File: src/rtl/cpu6_ifu_fetch_pkg.sv
// Shared fetch-unit constants: word width, icache address width, reset PC.
// Imported by the fetch stage and its queue.
package cpu6_ifu_fetch_pkg;
    localparam int CPU6_XLEN = 32;
    localparam int CPU6_IAW  = 8;
    localparam logic [CPU6_IAW-1:0] CPU6_RESET_PC = 8'h00;
endpackage

File: src/rtl/cpu6_fetch_fifo.sv
// Synchronous register-based FIFO holding {pc, inst} entries for the fetch stage.
// Flush empties it in one cycle; head data comes straight from the entry registers.
module cpu6_fetch_fifo
    import cpu6_ifu_fetch_pkg::*;
#(
    parameter int W     = 40,
    parameter int DEPTH = 4
) (
    input  logic                         clk,
    input  logic                         reset,
    input  logic                         push,
    input  logic                         pop,
    input  logic                         flush,
    input  logic [W-1:0]                 wdata,
    output logic [W-1:0]                 rdata,
    output logic [$clog2(DEPTH+1)-1:0]   count
);
    localparam int PW = $clog2(DEPTH);
    localparam int CW = $clog2(DEPTH+1);

    logic [W-1:0]  mem_q [DEPTH];
    logic [W-1:0]  mem_d [DEPTH];
    logic [PW-1:0] wr_ptr_q, wr_ptr_d;
    logic [PW-1:0] rd_ptr_q, rd_ptr_d;
    logic [CW-1:0] count_q, count_d;
    logic          do_push;
    logic          do_pop;

    assign do_push = push & (count_q != CW'(DEPTH));
    assign do_pop  = pop & (count_q != '0);

    always_comb begin
        mem_d    = mem_q;
        wr_ptr_d = wr_ptr_q;
        rd_ptr_d = rd_ptr_q;
        count_d  = count_q;
        if (flush) begin
            wr_ptr_d = '0;
            rd_ptr_d = '0;
            count_d  = '0;
        end else begin
            if (do_push) begin
                mem_d[wr_ptr_q] = wdata;
                wr_ptr_d        = wr_ptr_q + PW'(1);
            end
            if (do_pop) begin
                rd_ptr_d = rd_ptr_q + PW'(1);
            end
            unique case ({do_push, do_pop})
                2'b10:   count_d = count_q + CW'(1);
                2'b01:   count_d = count_q - CW'(1);
                default: count_d = count_q;
            endcase
        end
    end

    // Entries are cleared on reset so the head reads zero afterwards.
    always_ff @(posedge clk) begin
        if (reset) begin
            mem_q    <= '{default: '0};
            wr_ptr_q <= '0;
            rd_ptr_q <= '0;
            count_q  <= '0;
        end else begin
            mem_q    <= mem_d;
            wr_ptr_q <= wr_ptr_d;
            rd_ptr_q <= rd_ptr_d;
            count_q  <= count_d;
        end
    end

    assign rdata = mem_q[rd_ptr_q];
    assign count = count_q;
endmodule

File: src/rtl/cpu6_ifu_fetch.sv
// Instruction fetch stage: owns the PC, addresses the icache and queues
// {pc, inst} for decode; a redirect flushes the queue and restarts fetch.
module cpu6_ifu_fetch
    import cpu6_ifu_fetch_pkg::*;
#(
    parameter int             XLEN     = CPU6_XLEN,
    parameter int             AW       = CPU6_IAW,
    parameter int             DEPTH    = 4,
    parameter logic [AW-1:0]  RESET_PC = CPU6_RESET_PC
) (
    input  logic                        clk,
    input  logic                        reset,
    input  logic                        fetch_en,
    output logic [AW-1:0]               icache_a,
    input  logic [XLEN-1:0]             icache_q,
    input  logic                        redirect_valid,
    input  logic [AW-1:0]               redirect_pc,
    output logic                        inst_valid,
    input  logic                        inst_ready,
    output logic [XLEN-1:0]             inst,
    output logic [AW-1:0]               inst_pc,
    output logic [$clog2(DEPTH+1)-1:0]  fq_count
);
    localparam int CW = $clog2(DEPTH+1);

    logic [AW-1:0]      pc_q, pc_d;
    logic               push;
    logic               pop;
    logic               full;
    logic [AW+XLEN-1:0] head;

    // Full blocks push regardless of pop so ready never reaches the address path.
    assign full       = (fq_count == CW'(DEPTH));
    assign inst_valid = (fq_count != '0);
    assign push       = fetch_en & ~redirect_valid & ~full;
    assign pop        = inst_valid & inst_ready;

    always_comb begin
        pc_d = pc_q;
        unique case (1'b1)
            redirect_valid: pc_d = redirect_pc;
            push:           pc_d = pc_q + AW'(1);
            default:        pc_d = pc_q;
        endcase
    end

    always_ff @(posedge clk) begin
        if (reset) begin
            pc_q <= RESET_PC;
        end else begin
            pc_q <= pc_d;
        end
    end

    cpu6_fetch_fifo #(
        .W     (AW + XLEN),
        .DEPTH (DEPTH)
    ) u_fq (
        .clk   (clk),
        .reset (reset),
        .push  (push),
        .pop   (pop),
        .flush (redirect_valid),
        .wdata ({pc_q, icache_q}),
        .rdata (head),
        .count (fq_count)
    );

    assign icache_a = pc_q;
    assign inst_pc  = head[AW+XLEN-1:XLEN];
    assign inst     = head[XLEN-1:0];
endmodule

File: config.mk
export PLATFORM = sky130hd
export DESIGN_NAME = cpu6_ifu_fetch
export DESIGN_NICKNAME = d
export VERILOG_FILES = /design/src/rtl/cpu6_ifu_fetch_pkg.sv /design/src/rtl/cpu6_fetch_fifo.sv /design/src/rtl/cpu6_ifu_fetch.sv
export SDC_FILE = /design/constraint.sdc
export NUM_CORES = 1
export LEC_CHECK = 0
export ABC_AREA = 1
export CAP_MARGIN = 20
export CORE_ASPECT_RATIO = 0.7
export CORE_UTILIZATION = 50
export CTS_CLUSTER_DIAMETER = 50
export CTS_CLUSTER_SIZE = 30
export DETAILED_ROUTE_END_ITERATION = 10
export GPL_TIMING_DRIVEN = 0
export PLACE_DENSITY = 0.73
export SYNTH_ARGS = -nofsm -noshare
export SYNTH_HDL_FRONTEND = slang
export SYNTH_SLANG_ARGS = --single-unit
File: constraint.sdc
create_clock -name clk -period 2.5 [get_ports clk]
set_clock_uncertainty 0.2 [all_clocks]
set_input_delay 0.375 -clock clk [delete_from_list [all_inputs] [get_ports clk]]
set_output_delay 0.375 -clock clk [all_outputs]
set_load 0.01 [all_outputs]
Yosys cells after proc, flatten, opt, wreduce, memory -nomap -nowiden
Cells that the tools add are included.

Register bits: 175. Output and inout port bits: 52. Input port bits: 45.

$lt $le $gt $ge: 3. Add/sub/neg operators: 5. Multiplexer cells: 8. Eq/ne operators: 4. Bitwise gates (word level): 9. Reductions and logical operators: 6.

Operators with widths (number): $bwmux 160 (1); $mux 40 (3); $bmux 40 s2 (1); $demux 40 s2 (1); $pmux 8 s2 (1); $add 8x1->8 const B (1); $ge 3x3->1 const B (2); $not 2->3 (2); $pmux 3 s2 (1); $and 1x1->1 (5); $add 2x1->2 const B (2); $reduce_bool 2->1 (2); $add 3x1->3 const B (1); $eq 3x3->1 const B (1); $lt 3x1->1 const B (1); $ne 3x3->1 const B (1); $reduce_bool 3->1 (1); $sub 3x1->3 const B (1); $eq 2x1->1 const B (1); $eq 2x2->1 const B (1); $not 1->1 (2); $reduce_and 2->1 (1); $reduce_or 2->1 (1); $logic_and 1x1->1 (1).

Longest topological paths before layout
Gate-level depths: netlist of the first run.

Word-level depth: 6. Gate-level depth with buffers: 12.

By module
From an unflattened synthesis of the first run, not the netlist that was laid out.

Cell total of the unflattened synthesis: 1385. Area, all modules: 8760.9 µm².

By module, submodules not included: cpu6_fetch_fifo (times used 1, sequential area each 3343.2 µm², area an instance 8162.8 µm², cells an instance 1294); cpu6_ifu_fetch (times used 1, sequential area each 160.2 µm², area an instance 598.1 µm², cells an instance 91).

Worst setup path after synthesis of the first run
OpenSTA, ideal clock, no wires.

Path kind: register to register. From: register u_fq.count_q[2] (netlist: u_fq.count[2]). To: register u_fq.count_q[2] (netlist: u_fq.count[2]). Cell stages (with the launch flop): 10. Period minus slack after synthesis: 2.120 ns. Slack: 0.380 ns. Required time: 2.178 ns. Setup time: 0.122 ns. Arrival: 1.797 ns. Path through: dfxtp_1 > inv_1 > a21boi_0 > ha_1 > inv_1 > fa_1 > a21oi_1 > o21ai_0 > o21ai_0 > a21oi_1.

RTL lines: from (decl) (line cpu6_fetch_fifo.sv:25) `logic [CW-1:0] count_q, count_d;`; from (signal assigned) (line cpu6_fetch_fifo.sv:68) `count_q <= count_d;`; $reduce_bool 3->1 (*) (line cpu6_fetch_fifo.sv:30, cpu6_ifu_fetch.sv:34); $and 1x1->1 (line cpu6_ifu_fetch.sv:36) `assign pop = inst_valid & inst_ready;`; $and 1x1->1 (*) (line cpu6_fetch_fifo.sv:30) `assign do_pop = pop & (count_q != '0);`; named net u_fq.do_pop (line cpu6_fetch_fifo.sv:27) `logic do_pop;`; $eq 2x1->1 / $eq 2x2->1 (equally long branches) (line cpu6_fetch_fifo.sv:49) `unique case ({do_push, do_pop})`; $pmux 3 s2 / $reduce_bool 2->1 (equally long branches).

The timed path passes the listed nets; every way through them passes the cells marked *. A chain may end at the register's enable or synchronous reset.

Worst setup path in the final report of the first run
From: register u_fq.rd_ptr_q[0]. To: output port inst_pc[7].

Word-level cells in the longest chain between the ends: 4.

Ends and longest elaborated chain: from (decl) (line cpu6_fetch_fifo.sv:24) `logic [PW-1:0] rd_ptr_q, rd_ptr_d;`; from (signal assigned) (line cpu6_fetch_fifo.sv:67) `rd_ptr_q <= rd_ptr_d;`; $not 2->3 (implied by the code) (line cpu6_fetch_fifo.sv:72) `assign rdata = mem_q[rd_ptr_q];`; $bmux 40 s2 (line cpu6_fetch_fifo.sv:72); $mux 40 (implied by the code) (2 in a row) (line cpu6_fetch_fifo.sv:72); to (decl) (line cpu6_ifu_fetch.sv:21) `output logic [AW-1:0] inst_pc,`.

No other way between the ends. The select of a mux whose other input is x is not followed.

==> flow_summary.json, run 1 <==
{
  "outcome": "completed",
  "drtAntennaViolNets": 0,
  "antenna_found_initial": 0,
  "grt_pass1_wl_mm": 40.0,
  "synthArstFlopShare_pct": 0,
  "synth_edf_count": 0,
  "cts_tree": "built",
  "vias": 8068,
  "first_pass_iters": 5,
  "synthMuxAreaShare_pct": 0,
  "dpl.hpwl_mm": 16.9,
  "end_kind": "primary output",
  "tightestPinTransition_ps": 700,
  "fin_nets": 1243,
  "core-area_um2": 14900,
  "synth_top_family_by_area": "simple AND/OR/NAND/NOR gates",
  "path_clk_slew_ps": 70,
  "fin_total_pwr_mw": 6.42,
  "synthXorXnorAreaFrac_pct": 0.226,
  "die_w_um": 151,
  "htreeDepth": 4,
  "clock_sinks": 175,
  "yosys_warnings": 0,
  "synth-simple-area-share_pct": 24.9,
  "num_io_pins": 97,
  "syn_nets": 1127,
  "die_y_um": 106,
  "cts_root_buffer": "clkbuf_16",
  "clkLatencyLatePin_ps": 440,
  "hold_depth": 4,
  "criticalPathCategory": "reg -> out",
  "avgRoutedWirePerCell_um": 18.0,
  "fmax_ghz": 0.407,
  "hold_path_class": "in -> reg",
  "synthCells": 1075,
  "cp-start-kind": "register",
  "critical_path_depth": 6,
  "worst_slack_ps": 41.1,
  "drv_slew": 0,
  "slew_headroom_pct": 53.3,
  "place.gp.congestion": 0.858,
  "synth_cell_types": 22,
  "seq_area_frac_synth_pct": 45.1,
  "r2r_cells": 10,
  "fill_cells": 1347,
  "hold_viol": 0,
  "synthFlopType": "dfxtp_1",
  "layout-drive-gt1-share_pct": 8.97,
  "period_needed_ps": 2460,
  "power.leakage_nw": 3.60,
  "synth.avg_cell_area_um2": 7.22,
  "dieArea_um2": 16000,
  "critical_path_peak_fanout": 10,
  "path_delay_family": "buffers and inverters",
  "synth_compound_area_share_pct": 20.8,
  "grt_overflow_total": 0,
  "multi_input_area_um2": 3670,
  "max_stage_delay_ps": 380,
  "finalCritPeriodShare_pct": 98.4,
  "cts_made_buffers": 17,
  "fin_cells": 1399,
  "num_antenna_cells": 0,
  "regArea_um2": 3510,
  "grt_pass1_vias": 7482,
  "setup_viol": 0,
  "numPortBuffers": 95,
  "rsz0062_at_grt": "yes",
  "crit_slowest_cell": "dfxtp_2",
  "timing.max_cap.violations": 0,
  "drt_iter0_markers": 725,
  "grt_max_degree": 17,
  "critical_path_arrival_ps": 1880,
  "path_cells": "buf_6, clkinv_4, clkbuf_4, o21ai_1, o22ai_1, dlygate4sd2_1",
  "dp.cells": 1365,
  "area_growth_pct": 24.8,
  "ys_seq_elements": 175,
  "detailedPlace.worstSlack_ps": -394,
  "ir_drop_mv": 0.604,
  "initial_core_util_pct": 52.1,
  "drc": 0,
  "routed_wl_mm": 25.2,
  "vias_per_cell": 5.77,
  "grt_util_all_layers_pct": 32.3,
  "postCtsHoldBufs": 0,
  "power.density_nw_per_um2": 663,
  "clockBufferDepth": 2,
  "synthAdderAreaFrac_pct": 1.23,
  "worst_ep_required_time_ps": 1920,
  "critical_path_buf_inv_count": 4,
  "row_count": 37,
  "netlist_area_um2": 7760
}
[Yosys cell counts, drive strengths merged, types with 2 or more instances]
cell	number	area share (%)
a21oi	175	11
buf	53	4.3
clkbuf	49	2.4
dfxtp	175	45
ha	6	0.97
inv	20	1.0
nand2	193	9.4
nand3	166	11
nor2	95	4.6
o21ai	96	6.2
o22ai	40	3.2
or2	2	0.16
xnor2	2	0.23
[repair_timing]
action | 4_1_cts | 5_1_grt
hold endpoints to repair | 0 | 0
setup endpoints to repair | 41 | 7
resized for setup | 109 | 6
setup buffers | 1 | 0
cloned | 1 | 0
[cell usage in the layout (no fill, tap or decap), drive strengths merged, types with 2 or more instances in the layout]
cell type,n
nand2,193
a21oi,175
dfxtp,175
nand3,166
o21ai,96
nor2,95
clkbuf,69
clkdlybuf4s50,55
buf,55
dlygate4sd2,40
o22ai,40
inv,25
ha,6
clkinv,5
bufinv,3
or2,2
xnor2,2
[per-layer routing]
metal / track usage, % / wire length [µm] / up-vias / part of all wire, %
li1: - / - / 3899 / -
met1: 47.2 / 11800 / 3756 / 47
met2: 47.8 / 10900 / 382 / 43
met3: 6.61 / 2240 / 31 / 8.9
met4: 8.64 / 274 / 0 / 1.1
met5: 0 / 0 / - / 0
[report_power, final]
group	internal, mW	leakage, nW	total [mW]	switching [mW]
Combinational	0.251	1.87	0.641	0.391
Clock	1.68	0.314	2.90	1.22
Sequential	2.84	1.42	2.88	0.0406
[cell families (layout without fill, tap and decap cells)]
| family | count (synthesis) | count (layout) |
|---|---|---|
| DFF | 175 | 175 |
| buffers and inverters | 123 | 252 |
| xor gates and xnor gates | 2 | 2 |
| and+or+nand+nor | 456 | 456 |
| AOI/OAI and AO/OA | 312 | 312 |
| adders and majority gates | 7 | 7 |
[per-stage QoR]
step | util, % | setup TNS, ps | hold slack (ps) | instance area [µm²]
after floorplan | - | 0 | 237 | 7760
after global placement | 60.1 | -3180 | 245 | 8950
after detailed placement | 60.1 | -3850 | 249 | 8950
after CTS | 64.9 | 0 | 131 | 9680
after global routing | 65.0 | -18.3 | 175 | 9690
final | 65.0 | 0 | 131 | 9690
[area by class of cell]
type	instances	share of cell area, %
Inverter	21	0.891
Clock buffer	20	4.82
Tap cell	195	2.52
Buffer	102	6.43
Clock inverter	12	1.77
Timing Repair Buffer	97	9.45
Sequential cell	175	36.2
Multi-Input combinational cell	777	37.9
[worst paths after layout]
check,to,start,slack (ps)
max,inst_pc[7],u_fq.rd_ptr_q[0],40
min,icache_a[6],redirect_valid,130
max reg2reg,u_fq.count[2],u_fq.count[1],270
min reg2reg,u_fq.mem_q[60],u_fq.mem_q[60],260
[registers in the layout, indices dropped and copies added (netlist names)]
register,flops
icache_a,8
u_fq.count,3
u_fq.wr_ptr_q,2
u_fq.rd_ptr_q,2
u_fq.mem_q,160
[tightest hold or removal path: stages]
cell,delay (ps)
buf_4,130
or2_2,110
a21oi_1,30
nor2_1,80
Power figures use the tool's default switching activity.
==> inputs of run 2 (changes only) <==
--- a/config.mk
+++ b/config.mk
@@ -8,12 +8,11 @@
 export ABC_AREA = 1
 export CAP_MARGIN = 20
 export CORE_ASPECT_RATIO = 0.7
-export CORE_UTILIZATION = 50
+export CORE_UTILIZATION = 40
 export CTS_CLUSTER_DIAMETER = 50
 export CTS_CLUSTER_SIZE = 30
 export DETAILED_ROUTE_END_ITERATION = 10
 export GPL_TIMING_DRIVEN = 0
-export PLACE_DENSITY = 0.73
 export SYNTH_ARGS = -nofsm -noshare
 export SYNTH_HDL_FRONTEND = slang
 export SYNTH_SLANG_ARGS = --single-unit
==> run 2 against run 1 <==
Sequential share of layout area is 0.44 points lower. Power is 0.41% higher. Register-to-register slack worse by 30 ps. Largest cell class unchanged. Utilization is 13 points lower. Cell count is 4.9% higher. Worst setup slack better by 12 ps. Highest routed layer is now met5. Critical path depth stayed put. Global-route usage is 5.7 points lower. Final area is 1.2% higher.
==> flow_summary.json, run 2 (synthesized netlist as in run 1, its figures left out) <==
{
  "holdPathEnd": "icache_a[5]",
  "drtAntennaViolNets": 0,
  "rsz0062_at_grt": "yes",
  "cts_made_buffers": 17,
  "period_needed_ps": 2450,
  "cp-start-kind": "register",
  "hold_depth": 5,
  "ir_drop_mv": 0.453,
  "routed_wl_mm": 26.2,
  "largest-register": "u_fq.mem_q",
  "vias": 7961,
  "grt_pass1_wl_mm": 41.0,
  "wl_met2_mm": 11.0,
  "critical_path_arrival_ps": 1870,
  "critical_path_peak_fanout": 10,
  "initial_core_util_pct": 40.9,
  "m1WireLength_mm": 12.8,
  "antenna_found_initial": 1,
  "dpl.hpwl_mm": 17.8,
  "drt_iter0_markers": 800,
  "hold_viol": 0,
  "path_clk_slew_ps": 70,
  "clkLatencyLatePin_ps": 430,
  "final_cell_mix": "nand2_1, a21oi_1, dfxtp_1",
  "fin_setup_tns_ps": 0,
  "worst_ep_required_time_ps": 1920,
  "worstHoldStart": "redirect_valid",
  "cts_tree": "built",
  "fin_nets": 1242,
  "htreeDepth": 4,
  "r2r_cells": 10,
  "layout_commonest_cell": "nand2_1",
  "timing.hold.ws_ps": 140,
  "finalCritPeriodShare_pct": 97.9,
  "tightestPinTransition_ps": 653,
  "first_pass_iters": 5,
  "criticalPathCategory": "reg -> out",
  "fin_total_pwr_mw": 6.45,
  "clock_sinks": 175,
  "postCtsHoldBufs": 0,
  "grt_util_all_layers_pct": 26.6,
  "power.leakage_nw": 3.60,
  "die_y_um": 119,
  "grt_overflow_total": 0,
  "placed_area_um2": 9040,
  "layout-drive-gt1-share_pct": 9.39,
  "power.density_nw_per_um2": 657,
  "largest_reg_flops": 160,
  "grt_max_degree": 17,
  "num_io_pins": 97,
  "drv_slew": 0,
  "outcome": "completed",
  "setup_viol": 0,
  "design_area_um2": 9810,
  "core-area_um2": 19000,
  "clockBufferDepth": 2,
  "top_layer": "met5",
  "slew_headroom_pct": 56.5,
  "die_w_um": 168,
  "place.gp.congestion": 0.837,
  "ff2ff_setup_slack_ps": 240,
  "fmax_ghz": 0.409,
  "grt_pass1_vias": 7188,
  "vias_per_cell": 5.43,
  "reg2reg_from": "u_fq.count[1]",
  "drc": 0,
  "num_antenna_cells": 0,
  "timing.max_cap.violations": 0,
  "numPortBuffers": 95,
  "cts_root_buffer": "clkbuf_16",
  "row_count": 42,
  "avgRoutedWirePerCell_um": 17.8,
  "area_growth_pct": 26.4,
  "dieArea_um2": 20000,
  "hold_path_class": "in -> reg",
  "dr_wl_met3_mm": 2.22,
  "end_kind": "primary output",
  "reg2reg_to": "u_fq.count[2]"
}
## run 2: cell types whose count changed in the layout (fill, tap and decap cells not counted), sizes merged
| cell | previous run | this run |
|---|---|---|
| inv | 25 | 21 |
| bufinv | 3 | 4 |
| clkinv | 5 | 4 |
| buf | 55 | 54 |
| clkinvlp | 0 | 4 |
## run 2: metal layers
layer	vias up	GRT usage [%]
li1	3891	-
met1	3705	40.2
met2	343	38.6
met3	20	5.56
met4	2	5.06
met5	-	0
## run 2: repair_timing
item / in CTS / in global routing
endpoints found under the setup margin: 41 / 11
resized for setup: 126 / 7
pin swaps: 1 / 0
cloned: 0 / 0
setup buffers: 1 / 0
## run 2: area by class of cell
class / instances / area, µm²
Clock inverter: 12 / 184
Tap cell: 264 / 330
Buffer: 102 / 631
Inverter: 21 / 86.3
Fill cell: 1906 / 9160
Multi-Input combinational cell: 777 / 3710
Sequential cell: 175 / 3510
Timing Repair Buffer: 96 / 908
Clock buffer: 20 / 457
## run 2: how the worst max path moves through the flow
stage / start / slack [ps] / depth (start not counted) / end
2_1_floorplan: u_fq.count[2] / 380 / 9 / u_fq.count[2]
3_3_place_gp: inst_ready / -320 / 9 / u_fq.count[2]
3_5_place_dp: inst_ready / -390 / 9 / u_fq.count[2]
4_1_cts: u_fq.rd_ptr_q[0] / 80 / 6 / inst[17]
5_1_grt: u_fq.rd_ptr_q[0] / -30 / 6 / inst[26]
6_report: u_fq.rd_ptr_q[0] / 50 / 6 / inst[27]
## run 2: power breakdown
group | switching [mW] | total, mW | internal [mW] | leakage, nW
combinational | 0.395 | 0.647 | 0.251 | 1.89
sequential | 0.0399 | 2.88 | 2.84 | 1.42
clock | 1.18 | 2.92 | 1.74 | 0.300
## run 2: worst max-delay path, cell delays in order, from the launching register on
cell and delay [ps]:
dfxtp_2 350, buf_6 170, clkinv_4 100, clkbuf_4 210
o21ai_1 180, o22ai_2 120, dlygate4sd2_1 300
## run 2: through the flow
stage / worst slack [ps] / util (%) / cells
finish: 53.2 / 51.7 / 1467
global placement: -322 / 47.7 / 1434
detailed placement: -394 / 47.7 / 1434
CTS: 80.9 / 51.7 / 1467
global route: -31.0 / 51.7 / 1467
floorplan: 380 / - / 1075
==> inputs of run 3 (changes only) <==
--- a/config.mk
+++ b/config.mk
@@ -7,12 +7,15 @@
 export LEC_CHECK = 0
 export ABC_AREA = 1
 export CAP_MARGIN = 20
+export CELL_PAD_IN_SITES_DETAIL_PLACEMENT = 0
+export CELL_PAD_IN_SITES_GLOBAL_PLACEMENT = 1
 export CORE_ASPECT_RATIO = 0.7
-export CORE_UTILIZATION = 40
+export CORE_UTILIZATION = 30
 export CTS_CLUSTER_DIAMETER = 50
 export CTS_CLUSTER_SIZE = 30
 export DETAILED_ROUTE_END_ITERATION = 10
 export GPL_TIMING_DRIVEN = 0
+export PLACE_DENSITY_LB_ADDON = 0.1
 export SYNTH_ARGS = -nofsm -noshare
 export SYNTH_HDL_FRONTEND = slang
 export SYNTH_SLANG_ARGS = --single-unit
==> run 3 against run 2 <==
Sequential share of layout area decreased by 0.21 points. Critical endpoint is now inst[25]. Sequential power about the same. Utilization decreased by 12 points. Count of clock-buffer cells in the layout decreased by 2. Via count decreased by 1.0%. Global-route usage decreased by 3.2 points. Worst hold slack got worse by 6.8 ps. Non-clock buffer count unchanged. Largest power group is now sequential cells. Flip-flop and latch count unchanged.
==> flow_summary.json, run 3 (synthesized netlist as in run 1, its figures left out) <==
{
  "outcome": "completed",
  "dieArea_um2": 26500,
  "core-area_um2": 25000,
  "design_area_um2": 9870,
  "largest-register": "u_fq.mem_q",
  "antenna_found_initial": 0,
  "numPortBuffers": 95,
  "cts_tree": "built",
  "num_antenna_cells": 0,
  "area_growth_pct": 27.2,
  "drtAntennaViolNets": 0,
  "worst_slack_ps": 73.9,
  "fin_nets": 1242,
  "ir_drop_mv": 0.500,
  "vias_per_cell": 5.16,
  "first_pass_iters": 5,
  "grt_pass1_wl_mm": 46.3,
  "power.density_nw_per_um2": 645,
  "finalCritPeriodShare_pct": 97.0,
  "slew_headroom_pct": 51.9,
  "critical_path_peak_fanout": 10,
  "fin_setup_tns_ps": 0,
  "clock_sinks": 175,
  "end_kind": "primary output",
  "largest_reg_flops": 160,
  "fmax_ghz": 0.412,
  "setup_viol": 0,
  "timing.max_cap.violations": 0,
  "clockBufferDepth": 2,
  "hold_path_class": "in -> reg",
  "placed_area_um2": 9120,
  "num_io_pins": 97,
  "clkLatencyLatePin_ps": 440,
  "layout_commonest_cell": "nand2_1",
  "critical_path_arrival_ps": 1850,
  "vias": 7879,
  "row_count": 48,
  "drv_slew": 0,
  "layout-drive-gt1-share_pct": 9.14,
  "die_y_um": 137,
  "drc": 0,
  "cts_made_buffers": 17,
  "fin_total_pwr_mw": 6.36,
  "cp-start-kind": "register",
  "tightestPinTransition_ps": 722,
  "worst_ep_required_time_ps": 1920,
  "fin_cells": 1528,
  "final_cell_mix": "nand2_1, a21oi_1, dfxtp_1",
  "dpl.hpwl_mm": 20.5,
  "grt_pass1_vias": 7430,
  "routed_wl_mm": 30.2,
  "die_w_um": 194,
  "dp.cells": 1495,
  "grt_max_degree": 17,
  "grt_overflow_total": 0,
  "initial_core_util_pct": 31.0,
  "power.leakage_nw": 3.61,
  "htreeDepth": 4,
  "criticalPathCategory": "reg -> out",
  "place.gp.congestion": 0.779,
  "avgRoutedWirePerCell_um": 19.8,
  "fill_cells": 2665,
  "cts_root_buffer": "clkbuf_16",
  "period_needed_ps": 2430,
  "path_clk_slew_ps": 70,
  "drt_iter0_markers": 638,
  "rsz0062_at_grt": "no",
  "grt_util_all_layers_pct": 23.4,
  "hold_viol": 0,
  "postCtsHoldBufs": 0,
  "detailedPlace.worstSlack_ps": -546
}
run 3: cell types whose count changed in the layout (fill, tap and decap cells not counted), sizes merged:
| cell | previous run | this run |
|---|---|---|
| clkbuf | 69 | 66 |
| buf | 54 | 56 |
| dlygate4sd2 | 40 | 38 |
| inv | 21 | 23 |
| bufinv | 4 | 3 |
| clkinv | 4 | 5 |
| dlymetal6s2s | 0 | 1 |
run 3: layout make-up:
cell class	instances	area, µm²	share of cell area [%]
clock buffers	18	429	4.35
multi-input cells	777	3690	37.4
repair buffers	96	908	9.21
flip-flops and latches	175	3510	35.5
plain buffers	102	671	6.80
inverters	21	91.3	0.926
clock inverters	14	166	1.69
well taps	325	407	4.12
run 3: timing repair:
item,in CTS,in global routing
setup endpoints to repair,41,21
gates resized for setup,122,11
setup buffers,1,0
cloned,0,0
pin swaps,2,1
run 3: critical path: stages, from the launching register on:
cell and delay, ps:
dfxtp_2 350, buf_6 170, inv_8 70, clkbuf_8 170, o21ai_0 200, o22ai_2 140, dlygate4sd2_1 300
run 3: per-stage QoR:
step           hold WS, ps  util [%]
3_5_place_dp           250      36.4
3_3_place_gp           245      36.4
2_1_floorplan          237         -
5_1_grt                166      39.4
6_report               133      39.4
4_1_cts                110      39.3
run 3: where the power goes:
group | internal (mW) | switching, mW
Clock | 1.57 | 1.23
Combinational | 0.253 | 0.423
Sequential | 2.84 | 0.0407
run 3: final timing paths:
kind | from | endpoint | slack [ps] | cells after the start
min reg2reg | u_fq.mem_q[61] | u_fq.mem_q[61] | 260 | 2
max | u_fq.rd_ptr_q[0] | inst[25] | 70 | 6
max reg2reg | u_fq.wr_ptr_q[0] | u_fq.mem_q[132] | 230 | 6
min | redirect_valid | icache_a[5] | 130 | 5
run 3: per-layer routing:
layer	part of all wire (%)	vias to the layer above	GRT usage (%)	wire [µm]
met5	0	-	0	0
met4	1.3	0	6.35	398
met3	4.9	29	3.84	1490
met2	42	213	34.5	12600
met1	52	3746	34.8	15700
li1	-	3891	-	-
